==> src/rtl/uart_duplex_pkg.sv <==
// Shared encodings for the duplex UART: parity modes, frame FSM states and parity helpers.
// Pure declarations: no latency and no backpressure of its own.
package uart_duplex_pkg;

    typedef enum logic [1:0] {
        PAR_NONE     = 2'b00,
        PAR_EVEN     = 2'b01,
        PAR_ODD      = 2'b10,
        PAR_NONE_ALT = 2'b11
    } parity_e;

    typedef enum logic [2:0] {
        ST_IDLE,
        ST_START,
        ST_DATA,
        ST_PARITY,
        ST_STOP
    } uart_state_e;

    function automatic logic parity_on(input logic [1:0] mode);
        return (mode == PAR_EVEN) || (mode == PAR_ODD);
    endfunction

    // Even mode yields the bit that makes the total count of ones even.
    function automatic logic parity_calc(input logic [1:0] mode, input logic [7:0] dat);
        return (mode == PAR_ODD) ? ~(^dat) : (^dat);
    endfunction

endpackage

==> src/rtl/uart_sync_fifo.sv <==
// Show-ahead synchronous FIFO; read data valid combinationally from the head, write visible next cycle.
// Writes at full are dropped unless a read happens in the same cycle; reads at empty are ignored.
module uart_sync_fifo #(
    parameter int WIDTH = 8,
    parameter int EXP   = 4
) (
    input  logic             clk,
    input  logic             rst_n,
    input  logic             i_wr,
    input  logic [WIDTH-1:0] i_wr_dat,
    input  logic             i_rd,
    output logic [WIDTH-1:0] o_rd_dat,
    output logic             o_empty,
    output logic             o_full
);
    localparam int DEPTH = 1 << EXP;

    logic [WIDTH-1:0] r_mem [DEPTH];
    logic [EXP:0]     r_wr_ptr;
    logic [EXP:0]     r_rd_ptr;
    logic             w_do_wr;
    logic             w_do_rd;

    assign o_empty  = (r_wr_ptr == r_rd_ptr);
    assign o_full   = (r_wr_ptr[EXP] != r_rd_ptr[EXP]) &&
                      (r_wr_ptr[EXP-1:0] == r_rd_ptr[EXP-1:0]);
    assign w_do_rd  = i_rd && !o_empty;
    assign w_do_wr  = i_wr && (!o_full || w_do_rd);
    assign o_rd_dat = o_empty ? '0 : r_mem[r_rd_ptr[EXP-1:0]];

    always_ff @(posedge clk or negedge rst_n) begin
        if (!rst_n) begin
            r_wr_ptr <= '0;
            r_rd_ptr <= '0;
        end else begin
            if (w_do_wr) r_wr_ptr <= r_wr_ptr + 1'b1;
            if (w_do_rd) r_rd_ptr <= r_rd_ptr + 1'b1;
        end
    end

    always_ff @(posedge clk) begin
        if (w_do_wr) r_mem[r_wr_ptr[EXP-1:0]] <= i_wr_dat;
    end

endmodule

==> src/rtl/uart_duplex.sv <==
// Full-duplex UART with runtime baud divisor, optional parity, 1/2 stop bits, loopback and RX/TX FIFOs.
// RX pin reaches the FSM after 2 sync cycles; tx_full/rx_full signal backpressure, overflowing RX bytes set overrun.
module uart_duplex #(
    parameter int DATA_BITS  = 8,
    parameter int OVERSAMPLE = 16,
    parameter int FIFO_EXP   = 4,
    parameter int DIV_BITS   = 16
) (
    input  logic                 clk_50MHz,
    input  logic                 reset,
    input  logic                 rx,
    output logic                 tx,
    input  logic [DIV_BITS-1:0]  baud_div,
    input  logic [1:0]           parity_mode,
    input  logic                 two_stop,
    input  logic                 loopback,
    input  logic                 tx_wr,
    input  logic [DATA_BITS-1:0] tx_data,
    output logic                 tx_full,
    output logic                 tx_busy,
    input  logic                 rx_rd,
    output logic [DATA_BITS-1:0] rx_data,
    output logic                 rx_empty,
    output logic                 rx_full,
    input  logic                 err_clr,
    output logic                 parity_err,
    output logic                 frame_err,
    output logic                 overrun
);
    import uart_duplex_pkg::*;

    localparam int TCW = $clog2(2 * OVERSAMPLE);
    localparam int BCW = $clog2(DATA_BITS);
    localparam logic [TCW-1:0] T_HALF = TCW'(OVERSAMPLE / 2 - 1);
    localparam logic [TCW-1:0] T_BIT  = TCW'(OVERSAMPLE - 1);
    localparam logic [TCW-1:0] T_TWO  = TCW'(2 * OVERSAMPLE - 1);
    localparam logic [BCW-1:0] B_LAST = BCW'(DATA_BITS - 1);

    // Baud tick generator; the divisor is only resampled at wrap so a tick period is never cut short.
    logic [DIV_BITS-1:0] r_div;
    logic [DIV_BITS-1:0] r_baud_cnt;
    logic                w_tick;

    assign w_tick = (r_div != '0) && (r_baud_cnt == r_div - 1'b1);

    always_ff @(posedge clk_50MHz or negedge reset) begin
        if (!reset) begin
            r_div      <= '0;
            r_baud_cnt <= '0;
        end else if (r_div == '0) begin
            r_div      <= baud_div;
            r_baud_cnt <= '0;
        end else if (w_tick) begin
            r_div      <= baud_div;
            r_baud_cnt <= '0;
        end else begin
            r_baud_cnt <= r_baud_cnt + 1'b1;
        end
    end

    logic       r_tx_line;
    logic [1:0] r_sync;
    logic       r_rx_prev;
    logic       w_rx_src;
    logic       w_rx_in;
    logic       w_rx_fall;

    assign w_rx_src  = loopback ? r_tx_line : rx;
    assign w_rx_in   = r_sync[1];
    assign w_rx_fall = r_rx_prev && !r_sync[1];
    assign tx        = loopback ? 1'b1 : r_tx_line;

    always_ff @(posedge clk_50MHz or negedge reset) begin
        if (!reset) begin
            r_sync    <= 2'b11;
            r_rx_prev <= 1'b1;
        end else begin
            r_sync    <= {r_sync[0], w_rx_src};
            r_rx_prev <= r_sync[1];
        end
    end

    uart_state_e          r_rx_st;
    logic [TCW-1:0]       r_rx_tcnt;
    logic [BCW-1:0]       r_rx_bcnt;
    logic [DATA_BITS-1:0] r_rx_shift;
    logic [1:0]           r_rx_pmode;
    logic                 r_rx_wr;

    // Error flags: clear is scheduled first so a same-cycle set overrides it.
    always_ff @(posedge clk_50MHz or negedge reset) begin
        if (!reset) begin
            r_rx_st    <= ST_IDLE;
            r_rx_tcnt  <= '0;
            r_rx_bcnt  <= '0;
            r_rx_shift <= '0;
            r_rx_pmode <= PAR_NONE;
            r_rx_wr    <= 1'b0;
            parity_err <= 1'b0;
            frame_err  <= 1'b0;
            overrun    <= 1'b0;
        end else begin
            r_rx_wr <= 1'b0;
            if (err_clr) begin
                parity_err <= 1'b0;
                frame_err  <= 1'b0;
                overrun    <= 1'b0;
            end
            case (r_rx_st)
                ST_IDLE: if (w_rx_fall) begin
                    r_rx_st    <= ST_START;
                    r_rx_tcnt  <= '0;
                    r_rx_pmode <= parity_mode;
                end
                ST_START: if (w_tick) begin
                    if (r_rx_tcnt == T_HALF) begin
                        r_rx_tcnt <= '0;
                        r_rx_bcnt <= '0;
                        r_rx_st   <= w_rx_in ? ST_IDLE : ST_DATA;
                    end else r_rx_tcnt <= r_rx_tcnt + 1'b1;
                end
                ST_DATA: if (w_tick) begin
                    if (r_rx_tcnt == T_BIT) begin
                        r_rx_tcnt  <= '0;
                        r_rx_shift <= {w_rx_in, r_rx_shift[DATA_BITS-1:1]};
                        r_rx_bcnt  <= r_rx_bcnt + 1'b1;
                        if (r_rx_bcnt == B_LAST)
                            r_rx_st <= parity_on(r_rx_pmode) ? ST_PARITY : ST_STOP;
                    end else r_rx_tcnt <= r_rx_tcnt + 1'b1;
                end
                ST_PARITY: if (w_tick) begin
                    if (r_rx_tcnt == T_BIT) begin
                        r_rx_tcnt <= '0;
                        r_rx_st   <= ST_STOP;
                        if (w_rx_in != parity_calc(r_rx_pmode, 8'(r_rx_shift))) parity_err <= 1'b1;
                    end else r_rx_tcnt <= r_rx_tcnt + 1'b1;
                end
                ST_STOP: if (w_tick) begin
                    if (r_rx_tcnt == T_BIT) begin
                        r_rx_tcnt <= '0;
                        r_rx_st   <= ST_IDLE;
                        if (!w_rx_in)    frame_err <= 1'b1;
                        else if (rx_full) overrun  <= 1'b1;
                        else             r_rx_wr   <= 1'b1;
                    end else r_rx_tcnt <= r_rx_tcnt + 1'b1;
                end
                default: r_rx_st <= ST_IDLE;
            endcase
        end
    end

    uart_sync_fifo #(.WIDTH(DATA_BITS), .EXP(FIFO_EXP)) u_rx_fifo (
        .clk(clk_50MHz), .rst_n(reset),
        .i_wr(r_rx_wr), .i_wr_dat(r_rx_shift),
        .i_rd(rx_rd), .o_rd_dat(rx_data),
        .o_empty(rx_empty), .o_full(rx_full)
    );

    uart_state_e          r_tx_st;
    logic [TCW-1:0]       r_tx_tcnt;
    logic [BCW-1:0]       r_tx_bcnt;
    logic [DATA_BITS-1:0] r_tx_shift;
    logic [1:0]           r_tx_pmode;
    logic                 r_tx_two;
    logic                 r_tx_par;
    logic                 w_tx_empty;
    logic [DATA_BITS-1:0] w_tx_head;
    logic                 w_tx_stop_end;
    logic                 w_tx_pop;

    assign w_tx_stop_end = (r_tx_st == ST_STOP) && (r_tx_tcnt == (r_tx_two ? T_TWO : T_BIT));
    // Popping at the end of STOP chains frames back-to-back with no idle gap.
    assign w_tx_pop = w_tick && !w_tx_empty && ((r_tx_st == ST_IDLE) || w_tx_stop_end);

    always_ff @(posedge clk_50MHz or negedge reset) begin
        if (!reset) begin
            r_tx_st    <= ST_IDLE;
            r_tx_tcnt  <= '0;
            r_tx_bcnt  <= '0;
            r_tx_shift <= '0;
            r_tx_pmode <= PAR_NONE;
            r_tx_two   <= 1'b0;
            r_tx_par   <= 1'b0;
            r_tx_line  <= 1'b1;
            tx_busy    <= 1'b0;
        end else if (w_tx_pop) begin
            r_tx_st    <= ST_START;
            r_tx_tcnt  <= '0;
            r_tx_shift <= w_tx_head;
            r_tx_pmode <= parity_mode;
            r_tx_two   <= two_stop;
            r_tx_par   <= parity_calc(parity_mode, 8'(w_tx_head));
            r_tx_line  <= 1'b0;
            tx_busy    <= 1'b1;
        end else if (w_tick) begin
            case (r_tx_st)
                ST_START: if (r_tx_tcnt == T_BIT) begin
                    r_tx_tcnt <= '0;
                    r_tx_bcnt <= '0;
                    r_tx_line <= r_tx_shift[0];
                    r_tx_st   <= ST_DATA;
                end else r_tx_tcnt <= r_tx_tcnt + 1'b1;
                ST_DATA: if (r_tx_tcnt == T_BIT) begin
                    r_tx_tcnt <= '0;
                    if (r_tx_bcnt == B_LAST) begin
                        r_tx_line <= parity_on(r_tx_pmode) ? r_tx_par : 1'b1;
                        r_tx_st   <= parity_on(r_tx_pmode) ? ST_PARITY : ST_STOP;
                    end else begin
                        r_tx_shift <= r_tx_shift >> 1;
                        r_tx_line  <= r_tx_shift[1];
                        r_tx_bcnt  <= r_tx_bcnt + 1'b1;
                    end
                end else r_tx_tcnt <= r_tx_tcnt + 1'b1;
                ST_PARITY: if (r_tx_tcnt == T_BIT) begin
                    r_tx_tcnt <= '0;
                    r_tx_line <= 1'b1;
                    r_tx_st   <= ST_STOP;
                end else r_tx_tcnt <= r_tx_tcnt + 1'b1;
                ST_STOP: if (w_tx_stop_end) begin
                    r_tx_st <= ST_IDLE;
                    tx_busy <= 1'b0;
                end else r_tx_tcnt <= r_tx_tcnt + 1'b1;
                default: ;
            endcase
        end
    end

    uart_sync_fifo #(.WIDTH(DATA_BITS), .EXP(FIFO_EXP)) u_tx_fifo (
        .clk(clk_50MHz), .rst_n(reset),
        .i_wr(tx_wr), .i_wr_dat(tx_data),
        .i_rd(w_tx_pop), .o_rd_dat(w_tx_head),
        .o_empty(w_tx_empty), .o_full(tx_full)
    );

endmodule

==> config.mk <==
export PLATFORM = sky130hd
export DESIGN_NAME = uart_duplex
export DESIGN_NICKNAME = d
export VERILOG_FILES = /design/src/rtl/uart_duplex_pkg.sv /design/src/rtl/uart_sync_fifo.sv /design/src/rtl/uart_duplex.sv
export SDC_FILE = /design/constraint.sdc
export NUM_CORES = 1
export LEC_CHECK = 0
export ABC_AREA = 0
export CAP_MARGIN = 20
export CORE_UTILIZATION = 25
export CTS_CLUSTER_DIAMETER = 50
export DETAILED_ROUTE_END_ITERATION = 10
export PLACE_DENSITY = 0.42
export SETUP_SLACK_MARGIN = 0.02
export SLEW_MARGIN = 30
export SYNTH_ARGS = -nofsm -noshare
export SYNTH_HDL_FRONTEND = slang
export SYNTH_SLANG_ARGS = --single-unit
==> constraint.sdc <==
create_clock -name clk_50MHz -period 5.2 [get_ports clk_50MHz]
set_input_delay 1.04 -clock clk_50MHz [delete_from_list [all_inputs] [get_ports clk_50MHz]]
set_output_delay 1.04 -clock clk_50MHz [all_outputs]
set_load 0.01 [all_outputs]
==> Yosys cells after proc, flatten, opt, wreduce, memory -nomap -nowiden <==
Memories as Yosys holds them, arrays and structs flattened.
Index checks and enable logic that the tools add are counted.
{ "op_classes": {"n_addsub": 10, "eq_ne": 48, "mux": 95, "bitwise_logic": 3, "reduce_logical": 52} }
{ "ops": {"columns": ["cell", "count"], "rows": [
  ["3-bit two-way mux", 26],
  ["16-bit two-way mux", 4],
  ["8-bit two-way mux", 7],
  ["5-bit two-way mux", 10],
  ["1-bit two-way mux", 40],
  ["5-bit by 1-bit adder with 5-bit output (second input constant)", 6],
  ["2-bit inequality test (second input constant)", 13],
  ["3-bit by 2-bit inequality test with 1-bit output (second input constant)", 6],
  ["16-bit by 1-bit adder with 16-bit output (second input constant)", 1],
  ["16-bit equality test", 1],
  ["16-bit zero test", 1],
  ["16-bit nonzero test", 1],
  ["2-bit nonzero test", 8],
  ["8-bit XOR reduction", 2],
  ["16-bit by 1-bit subtractor with 16-bit output (second input constant)", 1],
  ["5-bit equality test", 3],
  ["3-bit one-hot mux with 5 select lines", 1],
  ["5-bit one-hot mux with 3 select lines", 1],
  ["3-bit by 2-bit equality test with 1-bit output (second input constant)", 4],
  ["3-bit equality test (second input constant)", 4],
  ["3-bit one-hot mux with 2 select lines", 2],
  ["3-bit one-hot mux with 4 select lines", 1],
  ["1-bit logical AND", 11],
  ["5-bit by 4-bit equality test with 1-bit output (second input constant)", 2],
  ["26 further kinds", 52]
]} }
{ "word_totals": {"ff_bits": 105, "ramBits": 256, "word_cells": 236, "n_memories": 2} }
{ "memory_table": {"columns": ["name", "words", "word_bits", "read_ports", "rd_ports_with_merged_regs", "wr", "line", "text"], "rows": [
  ["u_rx_fifo.r_mem", 16, 8, 1, 0, 1, "uart_sync_fifo.sv:18", "logic [WIDTH-1:0] r_mem [DEPTH];"],
  ["u_tx_fifo.r_mem", 16, 8, 1, 0, 1, "uart_sync_fifo.sv:18", null]
]} }

==> Logic depth before layout (Yosys ltp) <==
{ "logic_depth": {"word_depth": 10, "mapped_depth": 12, "ltp_nobuf": 11} }

==> Cells and area by module <==
A second synthesis with hierarchy kept.
{ "hier_totals": {"cells_unflattened": 1013, "area_unflattened_um2": 15994.1} }
{ "modules_own_cells": {"columns": ["module", "n_inst", "cells_each", "area_each_um2", "seq_area_each_um2"], "rows": [
  ["uart_sync_fifo at u_tx_fifo", 1, 271, 5620.4, 4093.9],
  ["uart_sync_fifo at u_rx_fifo", 1, 271, 5591.6, 4093.9],
  ["uart_duplex", 1, 471, 4782.1, 2132.0]
]} }

==> Worst setup path after synthesis <==
No wires, ideal clock.
{ "synth_path": {"kind": "register to register", "start": "register r_div[0]", "end": "memory u_tx_fifo.r_mem[3][0] (enable)", "setup_time_ns": 0.383, "arrival_ns": 3.180, "t_required_ns": 4.817, "path_slack_ns": 1.636, "path_stages_with_launch": 12, "path_buffers": 0, "path_cell_list": "dfrtp_1 inv_1 ha_1 nor3b_4 o2111ai_1 a32o_1 nor4_4 nand3_1 or3_4 a21boi_4 nand2_1 nor3_1"} }
{ "synth_between": {"elab_chain_len": 10, "word_cells_on_any_way": 11, "classes_between": "add/sub (1); eq/ne (1); mux (2); reduce/logical (7)"} }
{ "synth_rtl": {"columns": ["element", "line", "text"], "rows": [
  ["start: declaration", "uart_duplex.sv:40", "logic [DIV_BITS-1:0] r_div;"],
  ["start signal: assignment", "uart_duplex.sv:51", "r_div <= baud_div;"],
  ["start signal: assignment", "uart_duplex.sv:54", "r_div <= baud_div;"],
  ["16-bit by 1-bit subtractor with 16-bit output", "uart_duplex.sv:44", "assign w_tick = (r_div != '0) && (r_baud_cnt == r_div - 1'b1);"],
  ["16-bit equality test", "uart_duplex.sv:44", null],
  ["1-bit logical AND (*)", "uart_duplex.sv:44", null],
  ["1-bit logical AND (*) (2 in series)", "uart_duplex.sv:173", "assign w_tx_pop = w_tick && !w_tx_empty && ((r_tx_st == ST_IDLE) || w_tx_stop_end);"],
  ["1-bit logical AND (*)", "uart_sync_fifo.sv:27", "assign w_do_rd = i_rd && !o_empty;"],
  ["1-bit logical OR (*)", "uart_sync_fifo.sv:28", "assign w_do_wr = i_wr && (!o_full || w_do_rd);"],
  ["1-bit logical AND (*)", "uart_sync_fifo.sv:28", null],
  ["1-bit two-way mux (*)", "uart_sync_fifo.sv:42", "if (w_do_wr) r_mem[r_wr_ptr[EXP-1:0]] <= i_wr_dat;"],
  ["1-bit two-way mux (implied by the code) (*)", "uart_sync_fifo.sv:42", null],
  ["end: declaration", "uart_sync_fifo.sv:18", null]
]} }
Every way passes the cells marked *; elsewhere a longest branch is shown, timed or not.

==> Worst setup path after layout <==
{ "layout_path": {"start": "register u_rx_fifo.r_rd_ptr[0]", "end": "output port rx_data[2]"} }
{ "layout_between": {"elab_chain_len": 2, "word_cells_on_any_way": 3, "classes_between": "eq/ne (1); mux (1); memory (1)"} }
{ "layout_rtl": {"columns": ["element", "line", "text"], "rows": [
  ["start: declaration", "uart_sync_fifo.sv:20", "logic [EXP:0] r_rd_ptr;"],
  ["start signal: assignment", "uart_sync_fifo.sv:37", "if (w_do_rd) r_rd_ptr <= r_rd_ptr + 1'b1;"],
  ["memory read 16 x 8 bit or 5-bit equality test (tied branches)", null, null],
  ["8-bit two-way mux (*)", "uart_sync_fifo.sv:29", "assign o_rd_dat = o_empty ? '0 : r_mem[r_rd_ptr[EXP-1:0]];"],
  ["end: declaration", "uart_duplex.sv:22", "output logic [DATA_BITS-1:0] rx_data,"]
]} }
Marks and branches as above.

==> results.py <==
metrics = {
    "layout": {
        "fillers": 6277,
        "multi_input_area_sq_mm": 0.00532,
        "layout.core_utilization_pct": 30.0,
        "seqCellArea_sq_mm": 0.0103,
        "final_common_cell": "edfxtp_1",
        "antenna_cells": 0,
        "fin_nets": 1167,
        "drive_gt1_share_pct": 19.5,
        "area_delta_synth_final_pct": 18.9,
        "final_cell_mix": "256 x edfxtp_1, 99 x dfrtp_1, 71 x nor2_1",
    },
    "floorplan": {
        "dieWidth_um": 254,
        "row_count": 92,
        "io_pins": 50,
        "initial_utilization_pct": 25.3,
        "coreArea_sq_mm": 0.0630,
        "dieArea_sq_mm": 0.0646,
        "die_height_um": 254,
    },
    "detailed_routing": {
        "drtIter0Drc": 583,
        "drc_errors": 0,
        "wire_per_inst_um": 18.1,
        "first_pass_iters": 5,
        "viasPerCell": 4.42,
        "vias": 8821,
        "drt-total-wl_mm": 36.2,
        "antenna_left": 0,
    },
    "min_path": {
        "min_path_type": "reg -> reg",
    },
    "setup_path": {
        "path_class": "reg -> out",
        "crit_chain": "buf_4 > mux4_2 > mux4_2 > nor2b_1 > clkdlybuf4s50_1",
        "required_ps": 4160,
        "critical_path_buf_inv_count": 2,
        "end_kind": "output pin",
        "cp_max_fo": 36,
        "max_stage_delay_ps": 610,
        "arrival_ps": 3280,
        "critical_path.top_delay_family": "buffers and inverters",
        "slowest_stage": "mux4_2",
        "start_kind": "flop",
        "cp_common_cell": "mux4_2",
    },
    "placement": {
        "portBuffers": 49,
        "place_hpwl_mm": 24.1,
        "place_ws_ps": 1230,
        "globalplace.congestion": 0.790,
    },
    "global_route": {
        "grt_pass1_vias": 9214,
        "grt_pass1_wl_mm": 57.2,
        "gr-total-overflow": 0,
        "grt_max_degree": 60,
        "gr-usage-all-layers_pct": 11.6,
        "antenna_found_initial": 0,
    },
    "sta": {
        "setup_slack_ps": 876,
        "final-setup-viol-count": 0,
        "slew_headroom_pct": 40.5,
        "whs_ps": 357,
        "rsz0062_at_grt": "no",
        "final_max_slew_viol_count": 0,
        "fin_crit_ps": 4320,
        "finalSetupTns_ps": 0,
        "worstMarginPinSlew_ps": 889,
        "finalHoldViolCount": 0,
        "finClkSkew_ps": 17.5,
        "fmax_mhz": 231,
        "finalCritPeriodShare_pct": 83.2,
    },
    "cts": {
        "clk_latency_ps": 580,
        "cts_max_path_buffers": 3,
        "cts_tree": "yes",
        "cts_root_buf": "clkbuf_16",
        "numCtsBuffers": 47,
        "cts_resized": 0,
        "hold_buffers": 0,
        "clkTransAtPathRegs_ps": 50,
        "htreeDepth": 2,
        "cts.sink_count": 361,
        "cts_setup_buffers": 0,
    },
    "pwr": {
        "p_leak_nw": 6.75,
        "max-vdd-ir-drop_uv": 229,
        "pwr-share-comb_pct": 16.7,
        "seq_power_share_pct": 43.8,
        "p_total_mw": 8.07,
        "cell_internal_pwr_mw": 5.82,
        "switching_share_pct": 27.9,
        "cellPowerDensity_mw_per_mm2": 427,
        "p_switching_mw": 2.26,
        "pwr-share-clk_pct": 39.5,
    },
    "synthesis": {
        "synth_fp_nets": 1101,
        "ys_seq_area_share_pct": 64.9,
        "ys_ff_latch": 361,
        "synthArstFlopShare_pct": 29.1,
        "ys.flop_type": "edfxtp_1",
        "syn_inst": 1046,
        "yosys_warnings": 0,
        "synth_area_sq_mm": 0.0159,
        "synth_edf_count": 256,
        "synth_cell_type_count": 73,
        "syn_avg_cell_area_sq_um": 15.2,
    },
    "run_status": {
        "status": "completed",
    },
    "run": {
        "cap_violations": 0,
    },
}
==> state kept, by name, summed over array words and instances (netlist names), 2 cells and up <==
name,count
r_rx_shift,8
r_rx_tcnt,5
u_rx_fifo.r_mem,128
r_rx_st,3
r_baud_cnt,16
u_tx_fifo.r_rd_ptr,5
r_sync,2
r_tx_shift,8
r_rx_bcnt,3
u_rx_fifo.r_wr_ptr,5
u_tx_fifo.r_wr_ptr,5
r_div,16
u_tx_fifo.r_mem,128
r_tx_st,3
r_rx_pmode,2
r_tx_tcnt,5
r_tx_bcnt,3
r_tx_pmode,2
u_rx_fifo.r_rd_ptr,5
==> worst register-to-register path, stage by stage (launching register included) <==
cell      delay (ps)
dfrtp_1          420
inv_1             90
ha_1             220
nor3b_4          420
nand4_1          150
a211o_1          350
o211ai_2         140
nand3_1          200
or3_4            450
a21boi_4         310
nand2_1          220
nor2_1           630
==> synth_stat cells, drive strengths merged (21+ instances only) <==
| library cell | instances | area share (%) |
|---|---|---|
| and2 | 21 | 0.84 |
| clkbuf | 29 | 0.68 |
| dfrtp | 101 | 16 |
| edfxtp | 256 | 48 |
| ha | 21 | 1.7 |
| mux2 | 41 | 2.9 |
| mux2i | 24 | 1.5 |
| mux4 | 56 | 7.9 |
| nand2 | 57 | 1.3 |
| nand3 | 26 | 0.85 |
| nor2 | 71 | 1.7 |
| nor2b | 26 | 1.0 |
| o21ai | 37 | 1.2 |
| xnor2 | 44 | 2.4 |
| xor2 | 26 | 1.5 |
==> layout make-up <==
type,instances,area share (%)
sequential,361,54.6
multi-input combinational,621,28.1
clock buffer,55,6.38
tap,846,5.60
timing repair buffer,63,3.14
clock inverter,31,1.82
inverter,18,0.357
==> metrics by stage <==
step | instance area, sq um | std cells
floorplan | 15900 | 1046
global placement | 17400 | 1909
detailed placement | 17400 | 1909
CTS | 18900 | 1995
global route | 18900 | 1995
finish | 18900 | 1995
==> power by group through the flow <==
stage	Sequential (mW)	Combinational [mW]	Clock (mW)
after CTS	3.53	1.40	3.29
after detailed placement	3.59	1.39	0
after global placement	3.59	1.39	0
after floorplan	3.46	1.08	0
final	3.53	1.35	3.19
after global routing	3.57	1.50	3.40
==> cell families (layout without fill, tap and decap cells) <==
logic type	count (synthesis)	in the layout	share of synthesized area [%]
xor gates and xnor gates	72	72	4.20
adders and majority gates	21	21	1.65
buffers and inverters	64	167	1.67
DFF	361	361	64.9
muxes	121	121	12.3
and+or+nand+nor	290	290	10.1
AOI/OAI and AO/OA	117	117	5.11
==> layer usage <==
| metal | part of all wire (%) | wire [um] | track usage, % |
|---|---|---|---|
| met1 | 47 | 17100 | 16.0 |
| met2 | 46 | 16800 | 18.1 |
| met3 | 4.0 | 1440 | 2.27 |
| met4 | 2.5 | 895 | 4.10 |
| met5 | 0 | 0 | 0 |
==> path summary, 6_finish.rpt <==
check / startpoint / end / slack [ps] / depth (start not counted)
max in group asynchronous: reset / u_tx_fifo.r_rd_ptr[0] / 3850 / 2
worst min register to register: r_sync[0] / r_sync[1] / 360 / 0
worst max register to register: r_div[0] / u_tx_fifo.r_mem[14][7] / 1240 / 11
min in group asynchronous: reset / r_baud_cnt[2] / 390 / 1
worst min-delay path: r_sync[0] / r_sync[1] / 360 / 0
worst max-delay path: u_rx_fifo.r_rd_ptr[0] / rx_data[2] / 880 / 5
No activity file was read; power rests on OpenSTA's default activity.
